===== config.mk =====
export PLATFORM = sky130hd
export DESIGN_NAME = button_event_arbiter
export DESIGN_NICKNAME = d
export VERILOG_FILES = /design/src/rtl/button_event_arbiter.sv
export SDC_FILE = /design/constraint.sdc
export NUM_CORES = 1
export LEC_CHECK = 0
export BUFFER_PORTS_ARGS = -buffer_cell sky130_fd_sc_hd__buf_2
export CAP_MARGIN = 20
export CORE_MARGIN = 5
export CORE_UTILIZATION = 43
export DETAILED_ROUTE_END_ITERATION = 7
export GPL_ROUTABILITY_DRIVEN = 0
export PLACE_DENSITY = 0.59
export SLEW_MARGIN = 0
export SYNTH_ARGS = -nofsm -noshare
export SYNTH_HDL_FRONTEND = slang
export SYNTH_SLANG_ARGS = --single-unit

===== constraint.sdc =====
create_clock -name clock -period 3.3 [get_ports clock]
set_input_delay 0.165 -clock clock [delete_from_list [all_inputs] [get_ports clock]]
set_output_delay 0.165 -clock clock [all_outputs]
set_load 0.01 [all_outputs]

===== src/rtl/button_event_arbiter.sv =====
// Latches debounced press pulses as pending events and serves them one at a time
// over valid/ready, round-robin, with a cooldown after every accepted event.
module button_event_arbiter #(
   parameter int unsigned NUM_BTN  = 4,
   parameter int unsigned ID_W     = 2,
   parameter int unsigned COOLDOWN = 1000000,
   parameter int unsigned DROP_W   = 8
) (
   input  logic               clock,
   input  logic               reset,
   input  logic [NUM_BTN-1:0] btnPulse,
   input  logic               enable,
   input  logic               evtReady,
   input  logic               clearDrops,
   output logic               evtValid,
   output logic [ID_W-1:0]    evtId,
   output logic [NUM_BTN-1:0] pendingMask,
   output logic [DROP_W-1:0]  dropCount,
   output logic               busy
);

   typedef enum logic [1:0] {
      ST_IDLE,
      ST_PRESENT,
      ST_COOLDOWN
   } state_e;

   localparam logic [19:0]       CD_LOAD  = (COOLDOWN == 0) ? 20'd0 : 20'(COOLDOWN - 1);
   localparam logic [DROP_W-1:0] DROP_MAX = '1;
   localparam logic [ID_W-1:0]   LAST_ID  = ID_W'(NUM_BTN - 1);

   state_e               state_q, state_d;
   logic [NUM_BTN-1:0]   pending_q, pending_d;
   logic [DROP_W-1:0]    drop_q, drop_d;
   logic [ID_W-1:0]      rr_ptr_q, rr_ptr_d;
   logic [ID_W-1:0]      evt_id_q, evt_id_d;
   logic                 evt_valid_q, evt_valid_d;
   logic                 busy_q, busy_d;
   logic [19:0]          cnt_q, cnt_d;

   logic [NUM_BTN-1:0]   grant_vec;
   logic [ID_W-1:0]      grant_id;
   logic                 grant_found;
   logic                 drop_hit;

   // Round-robin scan of the registered pending bits, starting at rr_ptr_q.
   always_comb begin
      logic [ID_W:0]   sum;
      logic [ID_W-1:0] idx;
      // NOTE: every combinational output gets a default first so no path infers a latch.
      grant_vec   = '0;
      grant_id    = '0;
      grant_found = 1'b0;
      sum         = '0;
      idx         = '0;
      if (state_q == ST_IDLE && enable) begin
         for (int unsigned off = 0; off < NUM_BTN; off++) begin
            sum = {1'b0, rr_ptr_q} + (ID_W+1)'(off);
            if (sum >= (ID_W+1)'(NUM_BTN)) begin
               sum = sum - (ID_W+1)'(NUM_BTN);
            end
            idx = sum[ID_W-1:0];
            if (!grant_found && pending_q[idx]) begin
               grant_found    = 1'b1;
               grant_id       = idx;
               grant_vec[idx] = 1'b1;
            end
         end
      end
   end

   // A pulse landing on the bit being granted re-arms it rather than counting as a drop.
   always_comb begin
      pending_d = (pending_q & ~grant_vec) | btnPulse;
      drop_hit  = |(btnPulse & pending_q & ~grant_vec);
      drop_d    = drop_q;
      if (clearDrops) begin
         drop_d = '0;
      end else if (drop_hit && drop_q != DROP_MAX) begin
         drop_d = drop_q + 1'b1;
      end
   end

   always_comb begin
      state_d     = state_q;
      evt_valid_d = evt_valid_q;
      evt_id_d    = evt_id_q;
      rr_ptr_d    = rr_ptr_q;
      cnt_d       = cnt_q;
      unique case (state_q)
         ST_IDLE: begin
            if (grant_found) begin
               evt_valid_d = 1'b1;
               evt_id_d    = grant_id;
               state_d     = ST_PRESENT;
            end
         end
         ST_PRESENT: begin
            if (evtReady) begin
               evt_valid_d = 1'b0;
               rr_ptr_d    = (evt_id_q == LAST_ID) ? '0 : evt_id_q + 1'b1;
               if (COOLDOWN == 0) begin
                  state_d = ST_IDLE;
               end else begin
                  state_d = ST_COOLDOWN;
                  cnt_d   = CD_LOAD;
               end
            end
         end
         ST_COOLDOWN: begin
            if (cnt_q == '0) begin
               state_d = ST_IDLE;
            end else begin
               cnt_d = cnt_q - 1'b1;
            end
         end
         default: state_d = ST_IDLE;
      endcase
      busy_d = (state_d != ST_IDLE);
   end

   always_ff @(posedge clock or negedge reset) begin
      if (!reset) begin
         state_q     <= ST_IDLE;
         pending_q   <= '0;
         drop_q      <= '0;
         rr_ptr_q    <= '0;
         evt_id_q    <= '0;
         evt_valid_q <= 1'b0;
         busy_q      <= 1'b0;
         cnt_q       <= '0;
      end else begin
         // NOTE: non-blocking assignments so every register samples pre-edge values.
         state_q     <= state_d;
         pending_q   <= pending_d;
         drop_q      <= drop_d;
         rr_ptr_q    <= rr_ptr_d;
         evt_id_q    <= evt_id_d;
         evt_valid_q <= evt_valid_d;
         busy_q      <= busy_d;
         cnt_q       <= cnt_d;
      end
   end

   assign evtValid    = evt_valid_q;
   assign evtId       = evt_id_q;
   assign pendingMask = pending_q;
   assign dropCount   = drop_q;
   assign busy        = busy_q;

endmodule


==> results of run 1 <==
## cells by family after synthesis
group | count (synthesis) | synth area share (%)
flip-flops | 40 | 38.4
adder cells (fa/ha/maj) | 11 | 5.29
XOR/XNOR | 14 | 4.71
buffers and inverters | 22 | 3.94
AND/OR/NAND/NOR | 117 | 23.9
multiplexers | 14 | 5.67
AO/OA/AOI/OAI | 67 | 18.0
## worst min path at each step
stage	from	to
finish	reset	dropCount[1]$_DFFE_PN0P_
global route	btnPulse[2]	pendingMask[2]$_DFF_PN0_
CTS	reset	dropCount[1]$_DFFE_PN0P_
detailed placement	reset	dropCount[1]$_DFFE_PN0P_
global placement	reset	dropCount[1]$_DFFE_PN0P_
floorplan	reset	busy$_DFF_PN0_
## layout make-up
type,instances,area [um2],area share [%]
clock buffers,7,86.3,2.94
clock inverters,1,7.51,0.255
inverters,8,30.0,1.02
multi-input cells,223,1530,52.1
flip-flops and latches,40,1000,34.1
well taps,75,93.8,3.19
repair buffers,33,188,6.39
## per-stage QoR
stage / utilization [%] / std cells / setup slack [ns] / hold slack, ns / area, um2
final: 49.6 / 387 / 0.137 / 0.00323 / 2940
after global routing: 49.6 / 387 / -0.0601 / 0.0619 / 2940
after CTS: 49.2 / 387 / 0.111 / 0.0289 / 2910
after detailed placement: 47.6 / 379 / 0.133 / 0.354 / 2820
after global placement: 47.6 / 379 / 0.218 / 0.356 / 2820
after floorplan: - / 285 / 0.0923 / -0.131 / 2600
## per-layer routing
| metal | global-route usage, % | part of all wire (%) |
|---|---|---|
| met1 | 20.5 | 48 |
| met2 | 26.1 | 47 |
| met3 | 3.10 | 3.8 |
| met4 | 5.30 | 1.2 |
| met5 | 0 | 0 |
## worst reg2reg max path, stage by stage, from the launching register on
cell and delay (ns):
dfrtp_1 0.51, inv_1 0.16, ha_1 0.48, mux2i_1 0.59, a2111oi_1 0.21, o211ai_1 0.21
and4_1 0.40, nand3b_1 0.17, mux2_2 0.33
## sequential cells by signal, indices dropped and copies added (netlist names)
name	cells
cnt_q	20
state_q	2
evtValid	1
rr_ptr_q	2
dropCount	8
evtId	2
pendingMask	4
busy	1
## synth_stat cells (2+ instances only)
cell,instances,area [um2]
a21oi_1,12,60.1
nor4_1,3,18.8
nor2_1,18,67.6
nor2b_1,5,31.3
mux2_2,6,67.6
a2bb2oi_1,2,17.5
xor2_1,4,35.0
nor3b_1,8,60.1
inv_1,8,30.0
xnor2_1,10,87.6
dfrtp_1,40,1000
a31oi_1,2,12.5
nand3_1,5,25.0
ha_1,11,138
a21o_1,5,37.5
or2_2,5,31.3
and3_1,7,43.8
a41oi_1,4,35.0
clkbuf_1,8,30.0
nand3b_1,2,15.0
or3_1,11,68.8
mux2i_1,8,80.1
buf_6,2,22.5
o221ai_1,2,17.5
o211ai_1,2,15.0
nand2_1,29,109
buf_2,4,20.0
o21ai_0,19,95.1
nand4_1,3,18.8
nand2b_1,6,37.5
or4_1,2,15.0
nor3_1,10,50.1
o22ai_1,4,25.0
a2111oi_0,4,35.0
## power groups by stage
stage	logic, W	registers (W)	clock network [W]
global route	0.00113	0.000699	0.000375
detailed placement	0.000970	0.000693	0
floorplan	0.000721	0.000678	0
finish	0.00102	0.000685	0.000344
CTS	0.000979	0.000685	0.000360
global placement	0.000968	0.000691	0
## repair_timing
item / CTS / global route
endpoints found under the setup margin: 0 / 7
resized for setup: 0 / 8
endpoints found under the hold margin: 0 / 0
==> metrics, run 1 <==
CTS root buf clkbuf_8; crit path capture type flop; Leakage between 1 and 1.5 nW; Worst Hold Class primary input to async pin; power per cell area between 600 and 700 nW/um2; sequential share of power 33.4%; minimum clock period around 3.2 ns; Final #Nets around 330; number of library cell types mapped by synthesis between 40 and 50; Yosys warnings 0; crit path cell chain inv_1 -> ha_1 -> mux2i_1 -> a2111oi_1 -> o211ai_1 -> and4_1 -> nand3b_1 -> mux2_2; run status complete, no violations; fmax between 300 and 400 MHz; Vias/cell ~5.6; initial antenna violation count 0; Clk network pwr share 16.8%; unrepaired setup endpoints after global routing yes; ant diodes 0; max-slew violation count 0; DIE AREA just under 8000 um2; Setup Skew 0.00551 ns; total gr overflow 0; WL/cell approximately 15 um; syn avg cell area just over 9 um2; Critical Path Source Type flop; CP max stage delay a little under 0.6 ns; Crit Path Category flop to flop; Int Power ~0.0012 W; Combinational Power Share 49.9%; Initial Util a little over two fifths; post-synthesis sequential area ratio 38.4%; ANT nets after route 0; Hold Vio Cnt, Final 0; row count 28; synth-to-layout area growth 12.9%; cell count along the critical path 8; Synth Cell Area 2600 um2; leading cell type in the layout, fill and taps excluded dfrtp_1; Critical Path Start rr_ptr_q[1]$_DFFE_PN0P_; Iteration-0 DRC Markers 67; post-synthesis register bit count 40; CTS tree yes; total power approximately 0.002 W; RR Startpoint rr_ptr_q[1]$_DFFE_PN0P_; Filler cells about 570; # setup viols final 0; Max-Cap Viols 0; reg2reg path depth 8; WP data required roughly 3.5 ns; die width between 80 and 90 um; setup_tns 0 ns; CP Data Arrival Time roughly 3.3 ns; Async S/R FF share, synth between 90% and 100%; placeable core region approximately 5900 um2; slew margin rel. about two fifths; ratio of cells with drive above 1 in the final layout between 15 and 20%; CTS sink cnt 40; Worst Tran Pin Value between 0.9 and 1 ns; final WL 5610 um; most frequent cells in the layout dfrtp_1, nand2_1, buf_2; cell at the slowest stage of the critical path mux2i_1; Critical Path End dropCount[3]$_DFFE_PN0P_; TritonRoute pass-1 iters 5; total CTS buffers 5; WP buf/inv 1; CP Max Fanout 11; hpwl dp around 4000 um; number of buffers added on ports 24; Max Root-Sink Buffers 2; top_reg_cell synth dfrtp_1; drt drc 0; vias in the first global route around 2100; Post-synth EDFFs 0; Max H-tree Level 2; CTS clock-pin slew for the worst setup and hold paths about 0.08 ns; chip height a little under 90 um; Switching Share around 43%; Post-CTS Setup Bufs 0; synthesized netlist cell count around 290; FF-to-FF End dropCount[3]$_DFFE_PN0P_; Clock Latency Late Sink 0.29 ns; NetSw around 0.0009 W; final cycle utilization of the critical path 95.9%; first-pass GRT wire length 9720 um; FF-to-FF setup slack between 0.1 and 0.15 ns; Hold Buf Count CTS 0; VDD IR max 0.487 mV; delay-heaviest family, CP multiplexers; largest net degree at the start of global routing 41; syn_nets just over 300; All-Layer GR Usage ~16%; vias approximately 2200; total I/O pin count 25
No activity file was read; power rests on OpenSTA's default activity.
==> inputs of run 2 (changes only) <==
--- a/config.mk
+++ b/config.mk
@@ -12,6 +12,7 @@
 export DETAILED_ROUTE_END_ITERATION = 7
 export GPL_ROUTABILITY_DRIVEN = 0
 export PLACE_DENSITY = 0.59
+export SETUP_SLACK_MARGIN = 0.4
 export SLEW_MARGIN = 0
 export SYNTH_ARGS = -nofsm -noshare
 export SYNTH_HDL_FRONTEND = slang
==> run 2 against run 1 <==
Effect of this change: via count down 0.32%; cell count shrank 0.26%; critical path type unchanged; clock power down 8.1%; die area stayed put.
==> metrics, run 2 (synthesis results as in run 1) <==
run status complete, no violations; delay-heaviest family, CP simple AND/OR/NAND/NOR gates; Switching Share around 43%; total I/O pin count 25; setup_tns 0 ns; unrepaired setup endpoints after global routing yes; final cycle utilization of the critical path a little over four fifths; Cell Count, Final, Fillers Out 386; final WL a little under 6000 um; ratio of cells with drive above 1 in the final layout a little under a quarter; Final Worst Setup Slack just over 0.5 ns; CP Max Fanout 8; # setup viols final 0; Setup Skew 0.00748 ns; Iteration-0 DRC Markers between 90 and 100; total CTS buffers 5; vias in the first global route 2077; synth-to-layout area growth 14.3%; chip height 87.8 um; Final #Nets ~330; drt drc 0; ant diodes 0; Biggest register cnt_q; Largest register FFs 20; Crit Path Category flop to flop; WL/cell ~15 um; first-pass GRT wire length between 9000 and 10000 um; sequential share of power between 30% and 40%; total gr overflow 0; Worst Tran Pin Value ~0.92 ns; crit path cell chain or4_4 -> or3_4 -> o41a_1 -> o2111ai_4 -> or4_1 -> xor2_1 -> nand2_1; placeable core region ~5900 um2; CP Data Arrival Time ~2.9 ns; Worst Hold Class primary input to async pin; Clk network pwr share between 10% and 20%; Max-Cap Viols 0; Int Power 0.00118 W; Cells after DPL approximately 380; crit path capture type flop; Hold Vio Cnt, Final 0; Max H-tree Level 2; fmax roughly 360 MHz; largest net degree at the start of global routing between 40 and 50; slew margin rel. about two fifths; minimum clock period around 2.8 ns; Design Area, Final 2980 um2; Leakage around 1.2 nW; DIE AREA 7710 um2; row count 28; hpwl dp around 4000 um; Clock Latency Late Sink ~0.29 ns; Critical Path Source Type flop; pre-CTS setup slack about 0.25 ns; Vias/cell about 5.6; Max Root-Sink Buffers 2; die width around 88 um; Hold Buf Count CTS 0; CTS root buf clkbuf_8; Combinational Power Share between 50% and 60%; WP data required approximately 3.5 ns; initial antenna violation count 0; CTS tree yes; TritonRoute pass-1 iters 5; CP max stage delay approximately 0.58 ns; most frequent cells in the layout dfrtp_1, nand2_1, buf_2; CTS clock-pin slew for the worst setup and hold paths around 0.080 ns; cell at the slowest stage of the critical path or4_4; number of buffers added on ports 24; leading cell type in the layout, fill and taps excluded dfrtp_1; power per cell area approximately 700 nW/um2; FF-to-FF setup slack around 0.51 ns; RR Startpoint cnt_q[8]$_DFFE_PN0P_; Initial Util ~44%; Post-DP Area around 2800 um2; VDD IR max about 0.37 mV; reg2reg path depth 7; FF-to-FF End cnt_q[9]$_DFFE_PN0P_; ANT nets after route 0; vias between 2000 and 2500; CTS sink cnt 40; NetSw 0.000902 W; All-Layer GR Usage ~16%; max-slew violation count 0; WP buf/inv 0
## run 2: changes by cell type in the layout (fill, tap and decap cells not counted), sizes merged
| cell | previous run | this run |
|---|---|---|
| clkbuf | 7 | 5 |
| clkinv | 0 | 1 |
## run 2: worst max-delay path by stage
stage / start / endpoint / cells past startpoint
floorplan: rr_ptr_q[0]$_DFFE_PN0P_ / dropCount[5]$_DFFE_PN0P_ / 12
detailed placement: rr_ptr_q[1]$_DFFE_PN0P_ / dropCount[0]$_DFFE_PN0P_ / 8
finish: cnt_q[8]$_DFFE_PN0P_ / cnt_q[9]$_DFFE_PN0P_ / 7
global placement: rr_ptr_q[0]$_DFFE_PN0P_ / dropCount[0]$_DFFE_PN0P_ / 8
CTS: rr_ptr_q[0]$_DFFE_PN0P_ / dropCount[0]$_DFFE_PN0P_ / 8
global route: cnt_q[8]$_DFFE_PN0P_ / cnt_q[9]$_DFFE_PN0P_ / 7
## run 2: repair_timing
item,4_1_cts,5_1_grt
buffers inserted,0,2
gates resized for setup,5,12
endpoints found under the setup margin,7,15
pin swaps,0,1
## run 2: routing by layer
layer	part of all wire, %	GRT usage [%]	routed length, um
met4	1.1	4.32	61
met2	48	26.0	2790
met1	47	21.5	2730
met3	3.9	3.01	224
met5	0	0	0
## run 2: area by class of cell
cell class / count / area [um2]
Inverter: 8 / 30.0
Multi-Input combinational cell: 223 / 1580
Sequential cell: 40 / 1000
Fill cell: 555 / 2950
Clock buffer: 5 / 68.8
Clock inverter: 2 / 12.5
Timing Repair Buffer: 33 / 188
Tap cell: 75 / 93.8
## run 2: metrics by stage
step,utilization [%],power [W],hold slack [ns]
after floorplan,-,0.00142,-0.131
after global placement,47.5,0.00169,0.364
after detailed placement,47.5,0.00168,0.360
after CTS,49.1,0.00203,0.0448
after global routing,50.3,0.00223,0.0737
final,50.3,0.00209,0.00552
## run 2: power groups by stage
stage                     combinational [W]  sequential (W)  clock (W)
after detailed placement           0.000965        0.000718          0
final                               0.00105        0.000718   0.000316
after global routing                0.00116        0.000734   0.000341
after global placement             0.000978        0.000714          0
after floorplan                    0.000747        0.000678          0
after CTS                          0.000994        0.000710   0.000328
==> inputs of run 3 (changes only) <==
--- a/config.mk
+++ b/config.mk
@@ -11,7 +11,7 @@
 export CORE_UTILIZATION = 43
 export DETAILED_ROUTE_END_ITERATION = 7
 export GPL_ROUTABILITY_DRIVEN = 0
-export PLACE_DENSITY = 0.59
+export PLACE_DENSITY = 0.57
 export SETUP_SLACK_MARGIN = 0.4
 export SLEW_MARGIN = 0
 export SYNTH_ARGS = -nofsm -noshare
==> constraint.sdc (replaced) <==
create_clock -name clock -period 2.8 [get_ports clock]
set_input_delay 0.14 -clock clock [delete_from_list [all_inputs] [get_ports clock]]
set_output_delay 0.14 -clock clock [all_outputs]
set_load 0.01 [all_outputs]
==> run 3 against run 2 <==
Effect of this change: the run now ends with negative hold slack left; core utilization is 10 points higher; die area unchanged; cell count up 8.5%; global-route usage rose by 1.9 points; combinational power rose by 78%; routed wire length is 13% higher; power increased by 54%; critical path type unchanged; critical endpoint is now cnt_q[17]$_DFFE_PN0P_.
==> metrics, run 3 (synthesis results as in run 1) <==
run status finished, violations left; failing checks negative hold slack; TritonRoute pass-1 iters 5; DIE AREA 7710 um2; VDD IR max a little under 0.6 mV; drt drc 0; Vias/cell between 5 and 6; hpwl dp about 4200 um; Clock Latency Late Sink around 0.29 ns; Cell Count, Final, Fillers Out approximately 420; Critical Path Source Type flop; Cells after DPL roughly 390; row count 28; power per cell area around 900 nW/um2; Worst Tran Pin Value around 0.9 ns; minimum clock period approximately 2.6 ns; FF-to-FF End cnt_q[17]$_DFFE_PN0P_; FF-to-FF setup slack between 0.2 and 0.25 ns; reg2reg path depth 7; Max H-tree Level 2; Iteration-0 DRC Markers between 90 and 100; placeable core region a little under 6000 um2; vias in the first global route between 2000 and 2500; Crit Path Category flop to flop; initial antenna violation count 0; number of buffers added on ports 24; Final #Nets between 300 and 400; first-pass GRT wire length ~11000 um; die width 87.8 um; ratio of cells with drive above 1 in the final layout a little over a third; final hold slack -0.0314 ns; vias ~2400; Initial Util between 40% and 50%; WL/cell ~16 um; Largest register FFs 20; CP Max Fanout 4; setup_tns 0 ns; Max-Cap Viols 0; CTS tree yes; largest net degree at the start of global routing 41; All-Layer GR Usage 17.7%; RR Startpoint cnt_q[8]$_DFFE_PN0P_; Worst Hold Class primary input to async pin; final WL ~6600 um; most frequent cells in the layout dfrtp_1, nand2_1, buf_4; leading cell type in the layout, fill and taps excluded dfrtp_1; fmax roughly 390 MHz; synth-to-layout area growth 37.3%; Critical Path Start cnt_q[8]$_DFFE_PN0P_; WP data required 3.01 ns; ant diodes 0; Hold Buf Count CTS 0; total I/O pin count 25; Leakage 1.46 nW; total gr overflow 0; total CTS buffers 5; Setup Skew roughly 0.0075 ns; CTS sink cnt 40; CP Data Arrival Time around 2.8 ns; max-slew violation count 0; Biggest register cnt_q; slew margin rel. between 30% and 40%; Max Root-Sink Buffers 2; crit path capture type flop; Hold Vio Cnt, Final 40; final cycle utilization of the critical path slightly above 90%; CTS clock-pin slew for the worst setup and hold paths around 0.080 ns; ANT nets after route 0; unrepaired setup endpoints after global routing yes; CTS root buf clkbuf_8; # setup viols final 0; Critical Path End cnt_q[17]$_DFFE_PN0P_; chip height about 90 um
## run 3: cell types whose count changed in the layout (fill, tap and decap cells not counted), sizes merged
| cell | previous run | this run |
|---|---|---|
| clkbuf | 5 | 8 |
| o21bai | 2 | 3 |
| bufbuf | 0 | 1 |
| clkinvlp | 1 | 0 |
| clkinv | 1 | 0 |
| bufinv | 0 | 1 |
| buf | 33 | 62 |
## run 3: how the worst min path moves through the flow
stage	cells after the start	slack, ns	endpoint	from
final	1	-0.03	pendingMask[3]$_DFF_PN0_	reset
after global routing	2	0.03	pendingMask[3]$_DFF_PN0_	btnPulse[3]
after global placement	1	0.34	pendingMask[1]$_DFF_PN0_	reset
after CTS	1	0.01	pendingMask[1]$_DFF_PN0_	reset
after floorplan	0	-0.16	busy$_DFF_PN0_	reset
after detailed placement	1	0.34	pendingMask[1]$_DFF_PN0_	reset
## run 3: layout make-up
cell class | instances | area [um2]
sequential | 40 | 1000
tap | 75 | 93.8
timing repair buffer | 64 | 536
inverter | 8 | 37.5
clock inverter | 1 | 30.0
clock buffer | 7 | 96.3
fill | 483 | 2350
multi-input combinational | 224 | 1780
## run 3: per-layer routing
layer / wire length [um] / track usage [%] / up-vias
met3: 370 / 4.05 / 14
met2: 3170 / 29.7 / 65
li1: - / - / 1160
met1: 2890 / 22.7 / 1153
met5: 0 / 0 / -
met4: 117 / 5.72 / 0
## run 3: worst max-delay path: stages, from the launching register on
cell and delay (ns):
dfrtp_1 0.41, or4_4 0.52, or3_4 0.36, buf_4 0.15, or2_4 0.24, or3_4 0.41
or3_1 0.32, nand3_1 0.09
## run 3: stage by stage
stage               total power, W  util [%]  worst slack (ns)  cell area (um2)  hold WS [ns]
detailed placement         0.00211      49.9            0.0921             2960         0.341
CTS                        0.00299      57.1             0.218             3380       0.00983
floorplan                  0.00179         -             0.176             2710        -0.156
global route               0.00344      60.4             0.144             3570        0.0283
global placement           0.00211      49.9             0.107             2960         0.337
finish                     0.00322      60.4             0.219             3570       -0.0314
## run 3: power breakdown
part | total (W) | internal (W) | switching, W
clock | 0.000525 | 0.000315 | 0.000210
combinational | 0.00187 | 0.000945 | 0.000920
sequential | 0.000829 | 0.000682 | 0.000147
total | 0.00322 | 0.00194 | 0.00128
## run 3: repair_timing
item                                    in CTS  in global routing
cloned                                       2                  1
setup buffers                               14                  8
resized for setup                           28                 25
endpoints found under the setup margin      24                 28
pin swaps                                   19                 12
